===== src/rtl/axi4_lite_pkg.sv =====
// Shared AXI4-Lite response codes and address-alignment helper.
package axi4_lite_pkg;

    localparam logic [1:0] RESP_OKAY   = 2'b00;
    localparam logic [1:0] RESP_EXOKAY = 2'b01;
    localparam logic [1:0] RESP_SLVERR = 2'b10;
    localparam logic [1:0] RESP_DECERR = 2'b11;

    // Number of byte-offset address bits below the register index.
    function automatic int addr_lsb(input int data_width);
        return $clog2(data_width / 8);
    endfunction

endpackage


===== src/rtl/axi4_lite_regbank.sv =====
// Register array with byte-strobed writes, combinational read mux and
// one-cycle write pulses. Indices outside NUM_REGS are flagged as errors.
module axi4_lite_regbank
    import axi4_lite_pkg::*;
#(
    parameter int DATA_WIDTH = 32,
    parameter int NUM_REGS   = 16,
    parameter int IDX_W      = 10
) (
    input  logic                           clk,
    input  logic                           rst,
    input  logic                           wr_en,
    input  logic [IDX_W-1:0]               wr_idx,
    input  logic [DATA_WIDTH-1:0]          wr_data,
    input  logic [DATA_WIDTH/8-1:0]        wr_strb,
    input  logic [IDX_W-1:0]               rd_idx,
    output logic [DATA_WIDTH-1:0]          rd_data,
    output logic                           wr_err,
    output logic                           rd_err,
    output logic [NUM_REGS*DATA_WIDTH-1:0] reg_out,
    output logic [NUM_REGS-1:0]            reg_wr_pulse
);

    localparam int STRB_W = DATA_WIDTH / 8;
    // One extra bit so NUM_REGS == 2**IDX_W still compares correctly.
    localparam logic [IDX_W:0] LIMIT = (IDX_W + 1)'(NUM_REGS);

    logic [NUM_REGS-1:0][DATA_WIDTH-1:0] regs;

    assign wr_err  = {1'b0, wr_idx} >= LIMIT;
    assign rd_err  = {1'b0, rd_idx} >= LIMIT;
    assign reg_out = regs;

    // Strobe-masked register update; out-of-range indices match no register.
    always_ff @(posedge clk or posedge rst) begin
        if (rst) begin
            regs         <= '0;
            reg_wr_pulse <= '0;
        end else begin
            reg_wr_pulse <= '0;
            for (int i = 0; i < NUM_REGS; i++) begin
                if (wr_en && wr_idx == IDX_W'(i)) begin
                    reg_wr_pulse[i] <= 1'b1;
                    for (int b = 0; b < STRB_W; b++) begin
                        if (wr_strb[b]) regs[i][b*8 +: 8] <= wr_data[b*8 +: 8];
                    end
                end
            end
        end
    end

    // Read mux; unmatched (out-of-range) indices read as zero.
    always_comb begin
        rd_data = '0;
        for (int i = 0; i < NUM_REGS; i++) begin
            if (rd_idx == IDX_W'(i)) rd_data = regs[i];
        end
    end

endmodule


===== src/rtl/axi4_lite_s_regs.sv =====
// AXI4-Lite slave front end: AW/W capture and B response, AR/R response,
// mapped onto axi4_lite_regbank.
module axi4_lite_s_regs
    import axi4_lite_pkg::*;
#(
    parameter int DATA_WIDTH = 32,
    parameter int ADDR_WIDTH = 12,
    parameter int NUM_REGS   = 16
) (
    input  logic                           ACLK,
    input  logic                           ARESET,
    input  logic [ADDR_WIDTH-1:0]          AWADDR,
    input  logic [2:0]                     AWPROT,
    input  logic                           AWVALID,
    output logic                           AWREADY,
    input  logic [DATA_WIDTH-1:0]          WDATA,
    input  logic [DATA_WIDTH/8-1:0]        WSTRB,
    input  logic                           WVALID,
    output logic                           WREADY,
    output logic [1:0]                     BRESP,
    output logic                           BVALID,
    input  logic                           BREADY,
    input  logic [ADDR_WIDTH-1:0]          ARADDR,
    input  logic [2:0]                     ARPROT,
    input  logic                           ARVALID,
    output logic                           ARREADY,
    output logic [DATA_WIDTH-1:0]          RDATA,
    output logic [1:0]                     RRESP,
    output logic                           RVALID,
    input  logic                           RREADY,
    output logic [NUM_REGS*DATA_WIDTH-1:0] reg_out,
    output logic [NUM_REGS-1:0]            reg_wr_pulse
);

    localparam int ADDR_LSB = addr_lsb(DATA_WIDTH);
    localparam int IDX_W    = ADDR_WIDTH - ADDR_LSB;
    localparam int STRB_W   = DATA_WIDTH / 8;

    if (DATA_WIDTH != 32 && DATA_WIDTH != 64) begin : g_bad_width
        $error("axi4_lite_s_regs: DATA_WIDTH must be 32 or 64");
    end
    if (NUM_REGS < 1 || NUM_REGS > (1 << IDX_W)) begin : g_bad_regs
        $error("axi4_lite_s_regs: NUM_REGS out of range for ADDR_WIDTH");
    end

    logic                   aw_held, w_held;
    logic [IDX_W-1:0]       aw_idx_q;
    logic [DATA_WIDTH-1:0]  w_data_q;
    logic [STRB_W-1:0]      w_strb_q;
    logic                   aw_hs, w_hs, ar_hs, commit;
    logic [IDX_W-1:0]       wr_idx, rd_idx;
    logic [DATA_WIDTH-1:0]  wr_data, rd_data;
    logic [STRB_W-1:0]      wr_strb;
    logic                   wr_err, rd_err;

    // Protection and byte-offset bits carry no meaning for a word register bank.
    logic unused_bits;
    assign unused_bits = ^{AWPROT, ARPROT, AWADDR[ADDR_LSB-1:0], ARADDR[ADDR_LSB-1:0]};

    assign AWREADY = !ARESET && !aw_held && !BVALID;
    assign WREADY  = !ARESET && !w_held  && !BVALID;
    assign ARREADY = !ARESET && !RVALID;

    assign aw_hs = AWVALID && AWREADY;
    assign w_hs  = WVALID  && WREADY;
    assign ar_hs = ARVALID && ARREADY;

    // Commit as soon as both halves are available, held or arriving this cycle,
    // so a same-cycle AW+W commits on the very next edge.
    assign commit  = (aw_held || aw_hs) && (w_held || w_hs);
    assign wr_idx  = aw_held ? aw_idx_q : AWADDR[ADDR_WIDTH-1:ADDR_LSB];
    assign wr_data = w_held  ? w_data_q : WDATA;
    assign wr_strb = w_held  ? w_strb_q : WSTRB;
    assign rd_idx  = ARADDR[ADDR_WIDTH-1:ADDR_LSB];

    // Hold whichever of AW/W arrives first until its partner shows up.
    always_ff @(posedge ACLK or posedge ARESET) begin
        if (ARESET) begin
            aw_held  <= 1'b0;
            w_held   <= 1'b0;
            aw_idx_q <= '0;
            w_data_q <= '0;
            w_strb_q <= '0;
        end else if (commit) begin
            aw_held <= 1'b0;
            w_held  <= 1'b0;
        end else begin
            if (aw_hs) begin
                aw_held  <= 1'b1;
                aw_idx_q <= AWADDR[ADDR_WIDTH-1:ADDR_LSB];
            end
            if (w_hs) begin
                w_held   <= 1'b1;
                w_data_q <= WDATA;
                w_strb_q <= WSTRB;
            end
        end
    end

    // Write response: raised at commit, held until accepted.
    always_ff @(posedge ACLK or posedge ARESET) begin
        if (ARESET) begin
            BVALID <= 1'b0;
            BRESP  <= RESP_OKAY;
        end else if (commit) begin
            BVALID <= 1'b1;
            BRESP  <= wr_err ? RESP_SLVERR : RESP_OKAY;
        end else if (BVALID && BREADY) begin
            BVALID <= 1'b0;
        end
    end

    // Read response: registered from the pre-write contents, held until accepted.
    always_ff @(posedge ACLK or posedge ARESET) begin
        if (ARESET) begin
            RVALID <= 1'b0;
            RDATA  <= '0;
            RRESP  <= RESP_OKAY;
        end else if (ar_hs) begin
            RVALID <= 1'b1;
            RDATA  <= rd_data;
            RRESP  <= rd_err ? RESP_SLVERR : RESP_OKAY;
        end else if (RVALID && RREADY) begin
            RVALID <= 1'b0;
        end
    end

    axi4_lite_regbank #(
        .DATA_WIDTH (DATA_WIDTH),
        .NUM_REGS   (NUM_REGS),
        .IDX_W      (IDX_W)
    ) u_regbank (
        .clk          (ACLK),
        .rst          (ARESET),
        .wr_en        (commit),
        .wr_idx       (wr_idx),
        .wr_data      (wr_data),
        .wr_strb      (wr_strb),
        .rd_idx       (rd_idx),
        .rd_data      (rd_data),
        .wr_err       (wr_err),
        .rd_err       (rd_err),
        .reg_out      (reg_out),
        .reg_wr_pulse (reg_wr_pulse)
    );

endmodule


===== config.mk =====
export PLATFORM = sky130hd
export DESIGN_NAME = axi4_lite_s_regs
export DESIGN_NICKNAME = d
export VERILOG_FILES = /design/src/rtl/axi4_lite_pkg.sv /design/src/rtl/axi4_lite_regbank.sv /design/src/rtl/axi4_lite_s_regs.sv
export SDC_FILE = /design/constraint.sdc
export NUM_CORES = 1
export LEC_CHECK = 0
export BUFFER_PORTS_ARGS = -buffer_cell sky130_fd_sc_hd__buf_2
export CORE_AREA = 2 2 250 252
export DETAILED_ROUTE_END_ITERATION = 10
export DIE_AREA = 0 0 252 254
export GPL_TIMING_DRIVEN = 0
export PLACE_DENSITY_LB_ADDON = 0.08
export SYNTH_ARGS = -nofsm -noshare
export SYNTH_HDL_FRONTEND = slang
export SYNTH_SLANG_ARGS = --single-unit

===== constraint.sdc =====
create_clock -name ACLK -period 27.9 [get_ports ACLK]
set_input_delay 6.975 -clock ACLK [delete_from_list [all_inputs] [get_ports ACLK]]
set_output_delay 6.975 -clock ACLK [all_outputs]
set_load 0.02 [all_outputs]

==> results of run 1 <==
==> path summary, 6_finish.rpt <==
kind                                      startpoint                                  to  slack [ns]  depth (start not counted)
worst max register to register    RVALID$_DFFE_PP0P_               RDATA[10]$_DFFE_PP0P_       24.39                          6
max in group asynchronous                     ARESET  u_regbank.reg_out[132]$_DFFE_PP0P_       19.86                          4
min in group asynchronous                     ARESET  u_regbank.reg_out[444]$_DFFE_PP0P_        6.53                          2
worst max-delay path                          ARESET                             ARREADY       13.06                          3
worst min register to register  BRESP[1]$_DFFE_PP0P_                BRESP[1]$_DFFE_PP0P_        0.48                          2
worst min-delay path            BRESP[1]$_DFFE_PP0P_                BRESP[1]$_DFFE_PP0P_        0.48                          2
==> layout by cell type (no fill, tap or decap), drive strengths merged, types with 5 or more instances in the layout <==
cell type and n:
buf 682, mux2 620, dfrtp 612, clkbuf 202, nor2 158, o21ai 97
a21oi 95, nand2 81, mux2i 51, o22ai 45, nor3 23, nand3 22
a31oi 20, nor2b 19, a22oi 18, nand2b 17, a221oi 16, o211ai 15
mux4 14, o21a 11, o221ai 11, a32oi 10, a211oi 10, clkinv 10
nand3b 9, o31ai 9, a22o 9, inv 9, o2bb2ai 8, a21o 8
diode 7, o2111ai 7, nor3b 6, a2111oi 6, nor4 6, and2 5
==> critical path, delay by kind of cell <==
family | cells | cell delay [ns]
buffers and inverters | 2 | 0.44
and+or+nand+nor | 1 | 0.44
==> metrics by stage <==
stage	area (µm²)	setup TNS (ns)	setup slack (ns)	hold slack (ns)
floorplan	29650	0	3.790	0.4737
global placement	33790	-1652.89	-2.796	0.4581
detailed placement	33960	0	13.09	0.4655
CTS	36230	0	13.07	0.4782
global route	36230	0	13.08	0.5063
finish	36240	0	13.06	0.4792
==> power breakdown <==
group          total [µW]  internal [µW]  switching, µW
clock network         935            546            389
logic                 481            139            342
registers            1000            952           51.6
total                2420           1640            782
==> registers in the layout, indices dropped and copies added, names as in the netlist, 4 cells and up <==
signal and cells:
aw_idx_q 10, u_regbank.reg_wr_pulse 16, w_data_q 32, u_regbank.reg_out 512, RDATA 32, w_strb_q 4
==> logic make-up (layout without fill, tap and decap cells) <==
group,after synthesis,after routing,synth area share (%)
and+or+nand+nor,362,362,9.132
buffers and inverters,153,909,2.418
AOI/OAI and AO/OA,430,430,9.545
DFF,612,612,51.65
other,1,9,0.01265
muxes,685,685,27.24
==> routing by layer <==
layer / share of wire, % / global-route usage [%] / wire length [µm] / up-vias
met2: 44 / 66.55 / 63470 / 1934
li1: - / - / - / 9771
met3: 12 / 13.98 / 17020 / 477
met1: 38 / 56.46 / 54020 / 12985
met4: 6.3 / 23.57 / 9067 / 4
met5: 0.019 / 0 / 27 / -
==> cell type report <==
| class | count | area, µm² | area share [%] |
|---|---|---|---|
| Buffer | 144 | 683.2 | 1.885 |
| Antenna cell | 7 | 17.52 | 0.04833 |
| Timing Repair Buffer | 634 | 3288 | 9.072 |
| Clock buffer | 106 | 2101 | 5.796 |
| Clock inverter | 16 | 166.4 | 0.4591 |
| Multi-Input combinational cell | 1479 | 13640 | 37.64 |
| Sequential cell | 612 | 15310 | 42.26 |
| Tap cell | 790 | 988.4 | 2.727 |
| Inverter | 9 | 41.29 | 0.1139 |
==> flow_metrics.env, run 1 <==
export IMPL_die_h_um=254
export IMPL_peakVddDrop_mv=0.04121
export IMPL_ys_ff_latch=612
export IMPL_grt_pass1_vias=24241
export IMPL_clock_fmax_mhz=67.38
export IMPL_cts_max_level=3
export IMPL_required_ns=20.92
export IMPL_synthArstFlopShare_pct=100.0
export IMPL_initial_core_util_pct=48.40
export IMPL_wl_mm=143.6
export IMPL_drtPass1Iterations=7
export IMPL_power_leakage_uw=0.01979
export IMPL_period_needed_ns=14.84
export IMPL_area_delta_synth_final_pct=22.23
export IMPL_hold_viol=0
export IMPL_drcViolationCount=0
export IMPL_synth_top_cell_by_area="dfrtp_1"
export IMPL_finalPower_uw=2419
export IMPL_failed_checks="capacitance limit, slew limit"
export IMPL_synth_cell_types=73
export IMPL_num_nets_final=3022
export IMPL_status="complete, but fails checks"
export IMPL_critical_path_class="input pin to primary output"
export IMPL_cts_resized=0
export IMPL_synthMostInstantiatedCell="dfrtp_1"
export IMPL_end_kind="primary output"
export IMPL_post_place_cells=3668
export IMPL_wl_per_cell_um=37.82
export IMPL_grt_pass1_wl_mm=194.6
export IMPL_cts_sinks=612
export IMPL_place_gp_congestion=1.032
export IMPL_grt_total_usage_pct=44.01
export IMPL_cts_hold_buf=0
export IMPL_yosysSeqAreaShare_pct=51.65
export IMPL_timing_slew_headroom_pct=-7.096
export IMPL_tritoncts="yes"
export IMPL_worst_path_max_delay_cell="nor2_1"
export IMPL_fin_cells=3797
export IMPL_synthFlopType="dfrtp_1"
export IMPL_hold_class="flop to flop"
export IMPL_numCtsBuffers=69
export IMPL_clk_pin_slew_ns=0.06
export IMPL_via_per_inst=6.629
export IMPL_fill_cells=5172
export IMPL_syn_inst=2243
export IMPL_fp_dieW_um=252
export IMPL_max_cap_violations=6
export IMPL_rsz0062_at_grt="no"
export IMPL_synth_edf_count=0
export IMPL_num_rows=91
export IMPL_cts_buffer_depth=3
export IMPL_p_per_area_nw_per_um2=66.74
export IMPL_root_buffer="clkbuf_16"
export IMPL_slew_viol_final=57
export IMPL_drive_gt1_share_pct=49.33
export IMPL_cpMostUsedCell="buf_2"
export IMPL_slowest_delay_ns=0.44
export IMPL_io_buffers=628
export IMPL_fin_skew_ns=0.02266
export IMPL_yosysWarningCount=0
export IMPL_syn_avg_cell_area_um2=13.22
export IMPL_ant_nets=0
export IMPL_hpwl_mm=107.2
export IMPL_dieArea_um2=64010
export IMPL_antenna_found_initial=5
export IMPL_vias=25171
export IMPL_worstMarginPinSlew_ns=1.606
export IMPL_finalCritPeriodShare_pct=53.19
export IMPL_post_cts_setup_buffers=0
export IMPL_final_core_util_pct=59.17
export IMPL_grt_max_degree=136
export IMPL_io_pins=642
export IMPL_synth_area_top_cells="dfrtp_1 (52%), mux2_2 (21%), nor2_8 (4.3%)"
export IMPL_yosysTopAreaCellShare_pct=51.65
export IMPL_cp_start_kind="input pin"
export IMPL_crit_path_cell_trace="buf_2 -> nor2_1 -> buf_2"
export IMPL_core_area_um2=61260
export IMPL_drt_iter0_markers=3428
export IMPL_setup_viol=0
export IMPL_clock_latency_ns=0.62
export IMPL_synth_commonest_cells="dfrtp_1 (612), mux2_2 (540), clkbuf_1 (96), o21ai_0 (96)"
export IMPL_overflow=0
export IMPL_syn_area_um2=29650
export IMPL_crit_arrival_ns=7.87
export IMPL_path_max_fanout=7
No activity file was read; power rests on OpenSTA's default activity.
==> run 2: changes to the inputs <==
--- a/config.mk
+++ b/config.mk
@@ -6,9 +6,9 @@
 export NUM_CORES = 1
 export LEC_CHECK = 0
 export BUFFER_PORTS_ARGS = -buffer_cell sky130_fd_sc_hd__buf_2
-export CORE_AREA = 2 2 250 252
+export CORE_AREA = 2 2 247 249
 export DETAILED_ROUTE_END_ITERATION = 10
-export DIE_AREA = 0 0 252 254
+export DIE_AREA = 0 0 249 251
 export GPL_TIMING_DRIVEN = 0
 export PLACE_DENSITY_LB_ADDON = 0.08
 export SYNTH_ARGS = -nofsm -noshare
==> constraint.sdc (replaced) <==
create_clock -name ACLK -period 12 [get_ports ACLK]
set_input_delay 3 -clock ACLK [delete_from_list [all_inputs] [get_ports ACLK]]
set_output_delay 3 -clock ACLK [all_outputs]
set_load 0.02 [all_outputs]
==> run 2 against run 1 <==
The flow still finishes with violations (capacitance limit, slew limit). Register-to-register slack lost 16 ns. Power grew 130%. Flip-flop and latch count stayed put. Cell area rose by 0.57%. Critical path depth unchanged. Worst setup slack worse by 7.8 ns. Critical path type unchanged. Largest cell class unchanged.
==> flow_metrics.env, run 2 (synthesis results as in run 1) <==
export IMPL_peakVddDrop_mv=0.1116
export IMPL_power_leakage_uw=0.01990
export IMPL_finalPower_uw=5677
export IMPL_rsz0062_at_grt="no"
export IMPL_status="complete, but fails checks"
export IMPL_tritoncts="yes"
export IMPL_cts_max_level=3
export IMPL_finalCritPeriodShare_pct=56.06
export IMPL_slew_viol_final=54
export IMPL_initial_core_util_pct=49.59
export IMPL_wl_mm=143.0
export IMPL_grt_max_degree=45
export IMPL_final_core_util_pct=60.96
export IMPL_num_nets_final=3031
export IMPL_period_needed_ns=6.727
export IMPL_fp_dieW_um=249
export IMPL_fin_skew_ns=0.02900
export IMPL_vias=25101
export IMPL_root_buffer="clkbuf_16"
export IMPL_timing_slew_headroom_pct=-10.36
export IMPL_max_cap_violations=6
export IMPL_hold_class="flop to flop"
export IMPL_wl_per_cell_um=37.71
export IMPL_hpwl_mm=108.3
export IMPL_clk_pin_slew_ns=0.06
export IMPL_final_common_cell="buf_2"
export IMPL_setup_viol=0
export IMPL_end_kind="primary output"
export IMPL_place_gp_congestion=1.003
export IMPL_dieArea_um2=62500
export IMPL_core_area_um2=59790
export IMPL_area_delta_synth_final_pct=22.93
export IMPL_cts_sinks=612
export IMPL_final_cell_mix="buf_2 (646), dfrtp_1 (612), mux2_2 (540), clkbuf_1 (105), o21ai_0 (96)"
export IMPL_numCtsBuffers=68
export IMPL_num_rows=90
export IMPL_cts_buffer_depth=3
export IMPL_grt_pass1_vias=24459
export IMPL_critical_path_class="input pin to primary output"
export IMPL_largest_register_ffs=512
export IMPL_failed_checks="capacitance limit, slew limit"
export IMPL_cp_start_kind="input pin"
export IMPL_die_h_um=251
export IMPL_drcViolationCount=0
export IMPL_io_buffers=628
export IMPL_worstMarginPinSlew_ns=1.655
export IMPL_post_cts_setup_buffers=0
export IMPL_hold_viol=0
export IMPL_drt_iter0_markers=3123
export IMPL_drtPass1Iterations=7
export IMPL_timing_hold_ws_ns=0.4868
export IMPL_grt_total_usage_pct=44.86
export IMPL_p_per_area_nw_per_um2=155.7
export IMPL_io_pins=642
export IMPL_crit_arrival_ns=3.73
export IMPL_via_per_inst=6.619
export IMPL_path_max_fanout=7
export IMPL_overflow=0
export IMPL_clock_fmax_mhz=148.6
export IMPL_cts_hold_buf=0
export IMPL_drive_gt1_share_pct=49.68
export IMPL_clock_latency_ns=0.64
export IMPL_ant_nets=0
export IMPL_cts_resized=0
export IMPL_antenna_found_initial=8
export IMPL_required_ns=9.00
export IMPL_grt_pass1_wl_mm=194.5
-- run 2: changes by cell type in the layout (fill, tap and decap cells not counted), moves of 2 or more --
cell and change:
bufinv_16 +4, inv_6 +5, clkinvlp_4 -2, clkbuf_1 -9
buf_12 +16, clkbuf_16 -2, buf_16 -5, clkbuf_8 -2
-- run 2: worst max-delay path: stages --
cell,delay (ns)
buf_2,0.15
nor2_1,0.30
buf_2,0.27
-- run 2: per-layer routing --
| metal | vias up | global-route usage, % | wire (µm) |
|---|---|---|---|
| met5 | - | 0.7722 | 78 |
| met1 | 12940 | 57.01 | 53510 |
| met2 | 1899 | 67.00 | 62420 |
| met4 | 4 | 27.50 | 10600 |
| met3 | 496 | 14.27 | 16390 |
| li1 | 9762 | - | - |
-- run 2: metrics by stage --
| stage | instance area [µm²] | TNS, ns | cells | setup WS [ns] |
|---|---|---|---|---|
| floorplan | 29660 | 0 | 2244 | 0.6489 |
| global placement | 33780 | -1668.39 | 3654 | -2.784 |
| detailed placement | 34110 | 0 | 3670 | 5.135 |
| CTS | 36430 | 0 | 3785 | 5.267 |
| global route | 36430 | 0 | 3786 | 5.213 |
| finish | 36450 | 0 | 3792 | 5.273 |
-- run 2: cell type report --
cell class,instances,area [µm²]
Multi-Input combinational cell,1479,13640
Inverter,9,37.54
Timing Repair Buffer,644,3463
Clock inverter,22,322.8
Buffer,144,684.4
Sequential cell,612,15310
Antenna cell,7,17.52
Clock buffer,93,1989
Fill cell,4971,23350
Tap cell,782,978.4
-- run 2: where the power goes --
part	internal, µW	total, µW	switching (µW)
clock	1310	2210	901
sequential	2210	2330	121
combinational	328	1130	800
-- run 2: worst paths after layout --
kind	end	start	cells past startpoint	slack [ns]
worst max-delay path	ARREADY	ARESET	3	5.27
worst min-delay path	BRESP[1]$_DFFE_PP0P_	BRESP[1]$_DFFE_PP0P_	2	0.49
worst max register to register	u_regbank.reg_out[235]$_DFFE_PP0P_	aw_held$_DFFE_PP0P_	7	8.37
worst min register to register	BRESP[1]$_DFFE_PP0P_	BRESP[1]$_DFFE_PP0P_	2	0.49
max in group asynchronous	u_regbank.reg_out[79]$_DFFE_PP0P_	ARESET	7	7.86
min in group asynchronous	aw_idx_q[5]$_DFFE_PP0P_	ARESET	2	2.46
